<file path="src/rtl/err_stats_collector.sv">
// err_stats_collector: sum of squared error between a DUT sample stream and a
// reference stream over 2**SEQ_LOG2 accepted samples, with a held result.
// Optional build macro MAX_ERR_EN adds a peak absolute error tracker (res_max).
module err_stats_collector #(
    parameter int unsigned INPUT_WL  = 12,
    parameter int unsigned SEQ_LOG2  = 17,
    parameter int unsigned SIGNED_IN = 1
) (
    input  logic                clk,
    input  logic                rst,
    input  logic                start,
    input  logic                abort,
    input  logic                in_valid,
    output logic                in_ready,
    input  logic [INPUT_WL-1:0] data_in,
    input  logic [INPUT_WL-1:0] data_ref,
    output logic                busy,
    output logic                res_valid,
    input  logic                res_ready,
    output logic [63:0]         res_sum,
    output logic [INPUT_WL:0]   res_max
);

    localparam int unsigned DIFF_W = INPUT_WL + 1;
    localparam int unsigned SQ_W   = 2 * INPUT_WL + 2;
    localparam int unsigned ACC_W  = SQ_W + SEQ_LOG2;
    localparam int unsigned CNT_W  = SEQ_LOG2 + 1;
    localparam bit          SGN    = (SIGNED_IN != 0);
    localparam logic [CNT_W-1:0] LAST_CNT = {1'b0, {SEQ_LOG2{1'b1}}};

    typedef enum logic [1:0] {
        IDLE  = 2'd0,
        ACCUM = 2'd1,
        DRAIN = 2'd2,
        DONE  = 2'd3
    } state_e;

    state_e               state_q, state_d;
    logic [CNT_W-1:0]     cnt_q, cnt_d;
    logic                 drain_q, drain_d;
    logic                 s1_valid_q, s1_valid_d;
    logic [DIFF_W-1:0]    diff_q, diff_d;
    logic                 s2_valid_q, s2_valid_d;
    logic [SQ_W-1:0]      sq_q, sq_d;
    logic [ACC_W-1:0]     acc_q, acc_d;
    logic                 res_valid_q, res_valid_d;
    logic [63:0]          res_sum_q, res_sum_d;

`ifdef MAX_ERR_EN
    logic [DIFF_W-1:0]    abs_q, abs_d;
    logic [DIFF_W-1:0]    max_q, max_d;
    logic [DIFF_W-1:0]    res_max_q, res_max_d;
    logic [DIFF_W-1:0]    abs_c;
`endif

    logic [DIFF_W-1:0]      in_ext_c;
    logic [DIFF_W-1:0]      ref_ext_c;
    logic [DIFF_W-1:0]      diff_c;
    logic signed [SQ_W-1:0] diff_wide_c;
    logic [SQ_W-1:0]        sq_c;
    logic                   accept_c;

    // Operand extension, S1 difference and S2 square
    assign in_ext_c    = {SGN & data_in[INPUT_WL-1], data_in};
    assign ref_ext_c   = {SGN & data_ref[INPUT_WL-1], data_ref};
    assign diff_c      = ref_ext_c - in_ext_c;
    assign diff_wide_c = SQ_W'($signed(diff_q));
    assign sq_c        = $unsigned(diff_wide_c * diff_wide_c);
    assign accept_c    = in_valid && (state_q == ACCUM);

`ifdef MAX_ERR_EN
    assign abs_c = diff_q[DIFF_W-1] ? ((~diff_q) + DIFF_W'(1)) : diff_q;
`endif

    // Next-state, counter, pipeline and result logic
    always_comb begin
        state_d     = state_q;
        cnt_d       = cnt_q;
        drain_d     = drain_q;
        s1_valid_d  = accept_c;
        diff_d      = accept_c ? diff_c : diff_q;
        s2_valid_d  = s1_valid_q;
        sq_d        = sq_c;
        acc_d       = s2_valid_q ? (acc_q + ACC_W'(sq_q)) : acc_q;
        res_valid_d = res_valid_q;
        res_sum_d   = res_sum_q;
`ifdef MAX_ERR_EN
        abs_d       = abs_c;
        max_d       = (s2_valid_q && (abs_q > max_q)) ? abs_q : max_q;
        res_max_d   = res_max_q;
`endif

        case (state_q)
            IDLE: begin
                if (start) begin
                    state_d    = ACCUM;
                    cnt_d      = '0;
                    acc_d      = '0;
                    s1_valid_d = 1'b0;
                    s2_valid_d = 1'b0;
`ifdef MAX_ERR_EN
                    max_d      = '0;
`endif
                end
            end
            ACCUM: begin
                if (accept_c) begin
                    cnt_d = cnt_q + CNT_W'(1);
                    if (cnt_q == LAST_CNT) begin
                        state_d = DRAIN;
                        drain_d = 1'b0;
                    end
                end
            end
            DRAIN: begin
                if (drain_q) begin
                    state_d     = DONE;
                    res_valid_d = 1'b1;
                    res_sum_d   = 64'(acc_d);
`ifdef MAX_ERR_EN
                    res_max_d   = max_d;
`endif
                end else begin
                    drain_d = 1'b1;
                end
            end
            DONE: begin
                if (res_ready) begin
                    state_d     = IDLE;
                    res_valid_d = 1'b0;
                end
            end
            default: state_d = IDLE;
        endcase

        if (abort) begin
            state_d     = IDLE;
            res_valid_d = 1'b0;
            s1_valid_d  = 1'b0;
            s2_valid_d  = 1'b0;
        end
    end

    // State register
    always_ff @(posedge clk) begin
        if (rst) begin
            state_q <= IDLE;
        end else begin
            state_q <= state_d;
        end
    end

    // Datapath and result registers
    always_ff @(posedge clk) begin
        if (rst) begin
            cnt_q       <= '0;
            drain_q     <= 1'b0;
            s1_valid_q  <= 1'b0;
            diff_q      <= '0;
            s2_valid_q  <= 1'b0;
            sq_q        <= '0;
            acc_q       <= '0;
            res_valid_q <= 1'b0;
            res_sum_q   <= '0;
`ifdef MAX_ERR_EN
            abs_q       <= '0;
            max_q       <= '0;
            res_max_q   <= '0;
`endif
        end else begin
            cnt_q       <= cnt_d;
            drain_q     <= drain_d;
            s1_valid_q  <= s1_valid_d;
            diff_q      <= diff_d;
            s2_valid_q  <= s2_valid_d;
            sq_q        <= sq_d;
            acc_q       <= acc_d;
            res_valid_q <= res_valid_d;
            res_sum_q   <= res_sum_d;
`ifdef MAX_ERR_EN
            abs_q       <= abs_d;
            max_q       <= max_d;
            res_max_q   <= res_max_d;
`endif
        end
    end

    assign in_ready  = (state_q == ACCUM);
    assign busy      = (state_q != IDLE);
    assign res_valid = res_valid_q;
    assign res_sum   = res_sum_q;
`ifdef MAX_ERR_EN
    assign res_max   = res_max_q;
`else
    assign res_max   = '0;
`endif

endmodule

</file>
<file path="config.mk">
export PLATFORM = sky130hd
export DESIGN_NAME = err_stats_collector
export DESIGN_NICKNAME = d
export VERILOG_FILES = /design/src/rtl/err_stats_collector.sv
export SDC_FILE = /design/constraint.sdc
export NUM_CORES = 1
export LEC_CHECK = 0
export BUFFER_PORTS_ARGS = -buffer_cell sky130_fd_sc_hd__buf_4
export CAP_MARGIN = 5
export CORE_MARGIN = 2
export CORE_UTILIZATION = 50
export DETAILED_ROUTE_END_ITERATION = 10
export PLACE_DENSITY = 0.77
export SYNTH_ARGS = -nofsm -noshare
export SYNTH_HDL_FRONTEND = slang
export SYNTH_SLANG_ARGS = --single-unit
</file>
<file path="constraint.sdc">
create_clock -name clk -period 5.6 [get_ports clk]
set_clock_uncertainty 0.2 [all_clocks]
set_input_delay 0.84 -clock clk [delete_from_list [all_inputs] [get_ports clk]]
set_output_delay 0.84 -clock clk [all_outputs]
set_load 0.02 [all_outputs]
</file>
==> impl_metrics.csv, run 1 <==
group,metric,value,unit
sta,worst_pin_slew,1092,ps
pwr,power_density,169.4,nW/µm²
clock_network,clkSinkCount,148,
logic_synthesis,synth_compound_area_frac,0.1286,
logic_synthesis,syn_avg_cell_area,8.806,µm²
worst_setup_path,rr_endpoint,"sq_q[24]",
logic_synthesis,yosys_warnings,0,
clock_network,clk_pin_slew,60,ps
die,die_area,27570,µm²
worst_setup_path,crit_type,"reg2reg",
die,fp-row-count,59,
cells_and_area,final_cell_area,15790,µm²
route,avgViaCountPerCell,5.336,
global_routing,grt_max_degree,86,
min_path,worstHoldEndpoint,"s2_valid_q",
logic_synthesis,synthAdderAreaFrac,0.3286,
pwr,peakVddDrop,0.1922,mV
clock_network,cts_buffer_depth,2,
global_routing,grt_pass1_vias,10710,
clock_network,clk_latency,430,ps
logic_synthesis,synthMuxAreaShare,0.01772,
global_routing,gr-total-overflow,0,
logic_synthesis,synth_top_area_share,0.2257,
sta,hold_ws,260.4,ps
cells_and_area,diodes,0,
min_path,min_from,"s1_valid_q",
clock_network,cts-root-buf,"clkbuf_16",
worst_setup_path,r2r-start,"diff_q[12]",
sta,fmax,180.0,MHz
logic_synthesis,synth_top_area_cell,"dfxtp_1",
worst_setup_path,regToRegSetupSlack,40,ps
place,place_ws,-162.3,ps
sta,finalHoldViolCount,0,
logic_synthesis,synth-xor-area-share,0.05336,
clock_network,htreeDepth,4,
sta,fin_ws,43.44,ps
die,fp.dieH,166.1,µm
place,hpwl,22420,µm
logic_synthesis,synth_edf_count,0,
worst_setup_path,cp-start-kind,"register",
cells_and_area,final_layout_size_suffix_gt1_frac,0.1868,
route,drc_errors,0,
cells_and_area,syn_to_final_growth,20.26,%
sta,rsz0062_at_grt,"yes",
die,die_x,166.1,µm
place,place_area,14550,µm²
logic_synthesis,syn-cell-area,13130,µm²
logic_synthesis,ys_async_sr_fraction,0,
logic_synthesis,synth_flop_cell,"dfxtp_1",
worst_setup_path,cp_cell_sequence,"buf_6 > and2_4 > fa_1 > inv_1 > fa_2 > inv_2 > fa_1 > fa_2 > fa_2 > ha_4 > ha_4 > a21o_1 > a21oi_4 > o21a_1 > a31oi_4 > a2111oi_4 > o21bai_1 > xnor2_1 > nor2_1",
worst_setup_path,arrival,5630,ps
logic_synthesis,seq_area_frac_synth,0.2257,
min_path,hp-class,"reg2reg",
worst_setup_path,worst-r2r-cell-count,19,
cells_and_area,nets,1925,
worst_setup_path,crit_path_top_delay_cell,"fa_2",
route,routedWlPerCell,15.58,µm
sta,period_needed,5557,ps
route,drt_pass1_iterations,5,
route,num_vias,10590,
die,design.core.area,25910,µm²
status,outcome,"complete, no violations",
min_path,hold_depth,1,
sta,slew_headroom,0.2670,
worst_setup_path,worst_path_largest_cell_delay,600,ps
clock_network,numCtsBuffers,17,
die,design.portCount,110,
cells_and_area,fillers,2049,
logic_synthesis,yosysUniqueCellTypes,62,
sta,post-route-period-util,0.9922,
worst_setup_path,cp.required,5670,ps
logic_synthesis,ys_ff_latch,148,
place,gp_congestion,0.8986,
global_routing,antenna_found_initial,0,
route,drt_iter0_markers,628,
route,antenna_left,0,
pwr,leakagePower,7.485,nW
die,start_util,0.5067,
clock_network,cts_tree,"done",
logic_synthesis,yosys.area_share.simple,0.1509,
global_routing,grt_use_total,0.2152,
sta,setup_viol,0,
logic_synthesis,netlist_instances,1491,
logic_synthesis,yosys-top-cells-area,"dfxtp_1, fa_1, ha_1",
route,routed_wl,30910,µm
logic_synthesis,synth_top_family_by_area,"adder cells",
place,portBuffers,75,
worst_setup_path,cp-end-kind,"register",
worst_setup_path,path_max_fanout,5,
global_routing,grt_pass1_wl,49980,µm
sta,slew_viol_final,0,
run,cap_viol_max_count,0,
worst_setup_path,crit_path_frequent_cell,"fa_2",
==> registers in the layout, summed over array words and instances (netlist names) <==
register / count
acc_q: 43
res_sum: 43
sq_q: 25
cnt_q: 18
diff_q: 13
state_q: 2
drain_q: 1
res_valid: 1
s1_valid_q: 1
s2_valid_q: 1
==> stage by stage <==
stage	std cells	util	setup TNS (ps)	power, W
after floorplan	1524	-	0	0.001340
after global placement	1945	0.5617	-134.8	0.001420
after detailed placement	1945	0.5617	-383.5	0.001428
after CTS	1977	0.5893	-0.3038	0.002657
after global routing	1984	0.6094	-270.0	0.002780
final	1984	0.6094	0	0.002675
==> cell type report <==
type                       instances  area, µm²  area share
multi-input combinational       1079       9565      0.6058
sequential                       148       3003      0.1902
timing repair buffer             176       1368     0.08661
inverter                         214      803.3     0.05087
clock buffer                      18      439.2     0.02781
tap                              335      419.2     0.02655
clock inverter                    14      192.7     0.01220
==> timing repair <==
action,CTS,global route
hold buffers,0,0
setup buffers,0,7
endpoints found under the setup margin,3,8
gates resized for setup,25,87
hold endpoints to repair,0,0
pin swaps,2,53
==> cells in the mapped netlist (4+ instances only) <==
cell type and count:
xnor2_1 54, a21boi_0 6, a211oi_1 50, and3_1 10
or3_1 9, o2111ai_1 4, clkbuf_1 44, nand3_1 23
ha_1 116, mux2i_1 21, or2_2 4, a311oi_1 6
nor3_1 23, nand2b_1 12, dfxtp_1 148, buf_4 34
a31oi_1 10, a21o_1 22, a21oi_1 62, nor2_1 173
o21a_1 10, nand4_1 10, and2_1 30, nor2b_1 22
xor2_1 26, o21ai_0 37, o211ai_1 5, nand2_1 111
fa_1 143, inv_1 213
==> metal layers <==
metal,up-vias,part of all wire,global-route usage
met2,296,0.50,0.3785
met1,5128,0.43,0.2809
met4,0,0.022,0.04688
li1,5093,-,-
met3,69,0.041,0.03337
met5,-,0,0
==> worst max-delay path by stage <==
stage	from	endpoint	slack, ps	cells past startpoint
floorplan	diff_q[10]	sq_q[24]	7	18
global placement	diff_q[6]	sq_q[25]	-80	20
detailed placement	diff_q[1]	sq_q[24]	-160	19
CTS	diff_q[7]	sq_q[24]	-0.3	20
global route	diff_q[1]	sq_q[24]	-150	21
finish	diff_q[12]	sq_q[24]	40	19
==> placed cells by master, fill, tap and decap left out, types with 10 or more instances in the layout <==
cell type	instances
o21ai_0	32
nand2b_1	12
ha_1	89
mux2i_1	21
xnor2_1	54
ha_4	25
nand3_1	22
dfxtp_4	10
and2_1	21
fa_1	135
conb_1	34
a21o_1	22
nor2b_1	21
nand4_1	10
a21oi_1	58
a211oi_1	47
inv_1	206
clkbuf_16	17
buf_4	166
xor2_1	26
nor2_1	172
dfxtp_1	136
nand2_1	107
nor3_1	23
o21a_1	10
==> where the power goes <==
part           internal (W)  switching (W)
clock              0.000730       0.000500
sequential          0.00106      0.0000128
combinational      0.000157       0.000213
total               0.00195       0.000726
==> critical path: cells and delay by family (launching register included) <==
kind	cells	cell delay [ps]
adders and majority gates	7	3110
AOI/OAI and AO/OA	6	1090
DFF	1	370
buffers and inverters	3	240
and+or+nand+nor	2	200
xor gates and xnor gates	1	170
==> cells by family after synthesis <==
group                      count (synthesis)
xor gates and xnor gates                  80
and+or+nand+nor                          437
DFF                                      148
adders and majority gates                259
other                                      1
AOI/OAI and AO/OA                        246
buffers and inverters                    297
muxes                                     23
Power figures use the tool's default switching activity.
==> run 2: changes to the inputs <==
--- a/config.mk
+++ b/config.mk
@@ -5,6 +5,7 @@
 export SDC_FILE = /design/constraint.sdc
 export NUM_CORES = 1
 export LEC_CHECK = 0
+export ABC_AREA = 1
 export BUFFER_PORTS_ARGS = -buffer_cell sky130_fd_sc_hd__buf_4
 export CAP_MARGIN = 5
 export CORE_MARGIN = 2
==> run 2 against run 1 <==
Effect of this change: register-to-register slack improved by 210 ps; highest routed layer unchanged; non-clock buffer count decreased by 47; critical path type unchanged; cell area is 3.7% higher; combinational power increased by 14%; routed wire length grew 14%; hold slack gained 11 ps; first-iteration DRC count up 37%.
==> impl_metrics.csv, run 2 <==
group,metric,value,unit
pwr,power.total,0.002657,W
logic_synthesis,syn_avg_cell_area,7.180,µm²
logic_synthesis,synth_top_area_cell,"dfxtp_1",
die,design.core.area,28630,µm²
logic_synthesis,ys_async_sr_fraction,0,
cells_and_area,final_layout_size_suffix_gt1_frac,0.1105,
die,start_util,0.5054,
clock_network,cts_tree,"done",
route,routedWlPerCell,14.08,µm
die,fp-row-count,62,
global_routing,antenna_found_initial,0,
sta,worst_pin_slew,888.1,ps
place,place_ws,-3.702,ps
worst_setup_path,path_max_fanout,9,
worst_setup_path,cp-start-kind,"register",
min_path,hold_depth,1,
worst_setup_path,arrival,5470,ps
global_routing,grt_max_degree,56,
logic_synthesis,syn-cell-area,14470,µm²
pwr,peakVddDrop,0.1788,mV
worst_setup_path,worst-r2r-cell-count,23,
die,design.portCount,110,
logic_synthesis,ys_top_cells_by_count,"nand2_1, inv_1, nor2_1",
clock_network,cts_buffer_depth,2,
worst_setup_path,cp.required,5720,ps
pwr,leakagePower,8.956,nW
cells_and_area,syn_to_final_growth,13.23,%
sta,fin_ws,250.9,ps
logic_synthesis,synth_top_area_share,0.2048,
clock_network,clk_pin_slew,70,ps
logic_synthesis,seq_area_frac_synth,0.2048,
die,die_x,174.1,µm
place,place_area,15580,µm²
route,avgViaCountPerCell,5.068,
clock_network,numCtsBuffers,17,
logic_synthesis,yosys-top-cells-area,"dfxtp_1, fa_1, nand2_1",
logic_synthesis,synth_edf_count,0,
route,antenna_left,0,
route,routed_wl,35350,µm
sta,slew_viol_final,0,
die,fp.dieH,174.1,µm
route,drt_pass1_iterations,5,
route,num_vias,12730,
clock_network,cts-root-buf,"clkbuf_16",
sta,post-route-period-util,0.9552,
clock_network,clkSinkCount,148,
worst_setup_path,crit_type,"reg2reg",
sta,hold_ws,271.3,ps
cells_and_area,diodes,0,
global_routing,gr-total-overflow,0,
place,portBuffers,75,
clock_network,htreeDepth,4,
global_routing,grt_pass1_vias,12450,
pwr,power_density,162.2,nW/µm²
global_routing,grt_use_total,0.2354,
sta,period_needed,5349,ps
clock_network,clk_latency,430,ps
die,die_area,30310,µm²
logic_synthesis,yosysMostFrequentCell,"nand2_1",
logic_synthesis,yosys_warnings,0,
place,gp_congestion,0.9251,
run,cap_viol_max_count,0,
sta,slew_headroom,0.4079,
sta,setup_viol,0,
route,drt_iter0_markers,863,
cells_and_area,final_common_cell,"nand2_1",
route,drc_errors,0,
logic_synthesis,netlist_instances,2015,
logic_synthesis,ys_ff_latch,148,
place,hpwl,28230,µm
status,outcome,"complete, no violations",
cells_and_area,nets,2405,
sta,fmax,186.9,MHz
min_path,hp-class,"reg2reg",
sta,finalHoldViolCount,0,
worst_setup_path,cp-end-kind,"register",
logic_synthesis,synth_flop_cell,"dfxtp_1",
cells_and_area,final_cell_mix,"nand2_1, inv_1, nor2_1, fa_1, dfxtp_1",
cells_and_area,final_cell_area,16380,µm²
global_routing,grt_pass1_wl,58710,µm
logic_synthesis,yosysUniqueCellTypes,46,
-- run 2: cell count changes in the layout (fill, tap and decap cells not counted), sizes merged, moves of 15 or more --
cell    delta
nand3     +93
nand2    +334
xnor2     -44
a21o      -18
nor2      +18
nor2b     -22
nand4     +15
and2      -29
o21ai     +30
a211oi    -49
a21oi     +74
inv      +202
mux2i     -18
buf       -47
-- run 2: layout make-up --
| type | count | area (µm²) |
|---|---|---|
| well taps | 384 | 480.5 |
| inverters | 421 | 1584 |
| fillers | 2599 | 12240 |
| repair buffers | 129 | 972.2 |
| clock buffers | 19 | 442.9 |
| multi-input cells | 1399 | 9791 |
| flip-flops and latches | 148 | 2983 |
| clock inverters | 11 | 128.9 |
-- run 2: logic make-up after synthesis --
family	count (synthesis)	share of synthesized area
and+or+nand+nor	824	0.2421
DFF	148	0.2048
AOI/OAI and AO/OA	241	0.09055
buffers and inverters	501	0.1391
xor gates and xnor gates	38	0.02300
adders and majority gates	259	0.2982
other	1	0.0002592
muxes	3	0.002076
-- run 2: worst max-delay path, cell delays in order (launching register included) --
cell,delay [ps]
dfxtp_2,390
buf_4,180
nand2_1,100
inv_1,60
fa_1,500
inv_1,60
fa_1,530
inv_1,50
fa_1,500
inv_1,50
fa_1,470
inv_1,50
fa_1,470
ha_1,350
ha_4,310
inv_1,60
o21ai_2,190
nand3_1,120
nand2_2,130
a31oi_2,120
o21bai_1,190
nand2_1,80
nand2_1,60
nor2_1,40
-- run 2: metrics by stage --
step	cells	util	setup TNS [ps]
2_1_floorplan	2048	-	0
3_3_place_gp	2477	0.5443	0
3_5_place_dp	2477	0.5443	-3.702
4_1_cts	2507	0.5643	0
5_1_grt	2511	0.5723	-29.90
6_report	2511	0.5723	0
-- run 2: per-layer routing --
metal  vias up  wire length [µm]  global-route usage
li1       6358                 -                   -
met1      6015             16070              0.3072
met2       309             17190              0.4120
met3        43              1509             0.03609
met4         0               588             0.05357
met5         -                 0                   0
-- run 2: worst paths after layout --
kind / startpoint / endpoint / slack, ps
hold / removal: s1_valid_q / s2_valid_q / 270
setup reg to reg: diff_q[6] / sq_q[19] / 250
hold reg to reg: s1_valid_q / s2_valid_q / 270
setup / recovery: diff_q[6] / sq_q[19] / 250
-- run 2: power by group --
part	switching [W]	total, W	leakage (nW)	internal (W)
sequential	0.0000246	0.00110	1.20	0.00107
combinational	0.000262	0.000421	7.48	0.000159
clock	0.000471	0.00114	0.276	0.000667
total	0.000758	0.00266	8.96	0.00190
-- run 2: timing repair --
action                     CTS  global route
pin swaps                    0             5
buffers inserted             0             4
hold endpoints to repair     0             0
gates resized for setup      1            47
hold buffers                 0             0
setup endpoints to repair    1            13
==> run 3: changes to the inputs <==
--- a/config.mk
+++ b/config.mk
@@ -9,9 +9,9 @@
 export BUFFER_PORTS_ARGS = -buffer_cell sky130_fd_sc_hd__buf_4
 export CAP_MARGIN = 5
 export CORE_MARGIN = 2
-export CORE_UTILIZATION = 50
+export CORE_UTILIZATION = 55
 export DETAILED_ROUTE_END_ITERATION = 10
-export PLACE_DENSITY = 0.77
+export PLACE_DENSITY = 0.83
 export SYNTH_ARGS = -nofsm -noshare
 export SYNTH_HDL_FRONTEND = slang
 export SYNTH_SLANG_ARGS = --single-unit
==> run 3 against run 2 <==
Effect of this change: global-route usage is 2.0 points higher; sequential share of layout area hardly changed; cell area is 0.31% lower; sequential power hardly changed; critical endpoint is now sq_q[22]; highest routed layer unchanged.
==> impl_metrics.csv, run 3 (synthesis gave the netlist of run 2 again) <==
group,metric,value,unit
die,start_util,0.5584,
worst_setup_path,path_delay_family,"adder cells",
route,antenna_left,0,
sta,slew_viol_final,0,
sta,setup_viol,0,
min_path,min_from,"s1_valid_q",
sta,fmax,183.8,MHz
clock_network,numCtsBuffers,17,
global_routing,grt_use_total,0.2557,
sta,slew_headroom,0.4214,
clock_network,postCtsHoldBufs,0,
worst_setup_path,worst_path_largest_cell_delay,540,ps
route,routedWlPerCell,14.56,µm
place,gp_congestion,0.9456,
clock_network,cts_buffer_depth,2,
worst_setup_path,crit_path_frequent_cell,"inv_1",
sta,fin_ws,159.7,ps
cells_and_area,final_layout_size_suffix_gt1_frac,0.1098,
cells_and_area,syn_to_final_growth,12.88,%
sta,rsz0062_at_grt,"yes",
place,place_area,15480,µm²
sta,period_needed,5440,ps
sta,finalHoldViolCount,0,
status,outcome,"complete, no violations",
cells_and_area,final_cell_mix,"nand2_1, inv_1, nor2_1, fa_1, dfxtp_1",
worst_setup_path,arrival,5560,ps
sta,post-route-period-util,0.9715,
global_routing,grt_pass1_vias,12670,
sta,worst_pin_slew,867.8,ps
cells_and_area,diodes,0,
worst_setup_path,crit_buf_inv,7,
worst_setup_path,cp-startpoint,"diff_q[12]",
cells_and_area,nets,2399,
global_routing,grt_max_degree,56,
clock_network,htreeDepth,4,
route,drt_pass1_iterations,7,
cells_and_area,fillers,2235,
pwr,power_density,170.0,nW/µm²
die,die_area,27620,µm²
die,design.core.area,25910,µm²
clock_network,cts_tree,"done",
place,place_ws,-21.82,ps
worst_setup_path,crit_type,"reg2reg",
global_routing,grt_pass1_wl,58820,µm
route,routed_wl,35780,µm
clock_network,cts-root-buf,"clkbuf_16",
route,avgViaCountPerCell,5.249,
run,cap_viol_max_count,0,
worst_setup_path,cp-start-kind,"register",
pwr,leakagePower,8.955,nW
global_routing,gr-total-overflow,0,
worst_setup_path,cp-end-kind,"register",
clock_network,clk_latency,440,ps
route,num_vias,12900,
worst_setup_path,cp_cell_sequence,"buf_2 > nand2_1 > inv_1 > fa_1 > inv_1 > fa_2 > buf_4 > fa_1 > inv_1 > fa_1 > inv_1 > fa_1 > inv_1 > ha_1 > ha_1 > a21oi_1 > o21ai_0 > a21oi_1 > nand3_1 > o21ai_1 > a21oi_1",
worst_setup_path,cp.required,5720,ps
cells_and_area,final_cell_area,16330,µm²
place,portBuffers,75,
die,design.portCount,110,
min_path,hp-class,"reg2reg",
die,fp.dieH,166.2,µm
sta,setup_tns,0,ps
place,hpwl,27730,µm
worst_setup_path,r2r-start,"diff_q[12]",
route,drt_iter0_markers,1033,
cells_and_area,finish.utilization,0.6303,
clock_network,clkSinkCount,148,
global_routing,antenna_found_initial,0,
clock_network,clk_pin_slew,70,ps
worst_setup_path,crit_path_top_delay_cell,"fa_1",
die,die_x,166.2,µm
die,fp-row-count,59,
route,drc_errors,0,
worst_setup_path,path_max_fanout,7,
pwr,peakVddDrop,0.1919,mV
cells_and_area,final_common_cell,"nand2_1",
==> run 3: cell count changes in the layout (fill, tap and decap cells not counted), sizes merged <==
cell      before  now
clkinv         6    7
clkinvlp       3    2
clkbuf        19   18
inv          421  422
buf          129  123
bufinv         2    4
==> run 3: repair_timing <==
action / CTS / global route
buffers inserted: 0 / 3
pin swaps: 0 / 7
setup endpoints to repair: 3 / 14
hold endpoints to repair: 0 / 0
gates cloned: 0 / 0
resized for setup: 1 / 50
==> run 3: cell type report <==
class / instances / area [µm²] / share of cell area
Clock buffer: 18 / 439.2 / 0.02689
Clock inverter: 14 / 200.2 / 0.01226
Inverter: 421 / 1580 / 0.09677
Multi-Input combinational cell: 1399 / 9793 / 0.5997
Sequential cell: 148 / 2978 / 0.1823
Tap cell: 335 / 419.2 / 0.02567
Timing Repair Buffer: 123 / 920.9 / 0.05639
==> run 3: worst paths after layout <==
check | slack (ps) | depth (start not counted) | to
min | 260 | 1 | s2_valid_q
max reg2reg | 160 | 21 | sq_q[22]
max | 160 | 21 | sq_q[22]
min reg2reg | 260 | 1 | s2_valid_q
==> run 3: metrics by stage <==
| step | power [W] | hold WS, ps | std cells |
|---|---|---|---|
| 2_1_floorplan | 0.001415 | 239.0 | 2048 |
| 3_3_place_gp | 0.001509 | 243.3 | 2423 |
| 3_5_place_dp | 0.001522 | 250.9 | 2423 |
| 4_1_cts | 0.002762 | 260.2 | 2455 |
| 5_1_grt | 0.002883 | 284.6 | 2458 |
| 6_report | 0.002777 | 260.6 | 2458 |
==> run 3: power by group <==
part / leakage (nW) / switching, W / internal (W)
clock: 0.309 / 0.000489 / 0.000763
combinational: 7.45 / 0.000267 / 0.000161
sequential: 1.20 / 0.0000232 / 0.00107
total: 8.95 / 0.000779 / 0.00200
==> run 3: routing by layer <==
metal | vias up | share of wire | track usage
li1 | 6348 | - | -
met1 | 6038 | 0.43 | 0.3310
met2 | 436 | 0.48 | 0.4369
met3 | 80 | 0.057 | 0.03765
met4 | 0 | 0.030 | 0.09187
met5 | - | 0 | 0
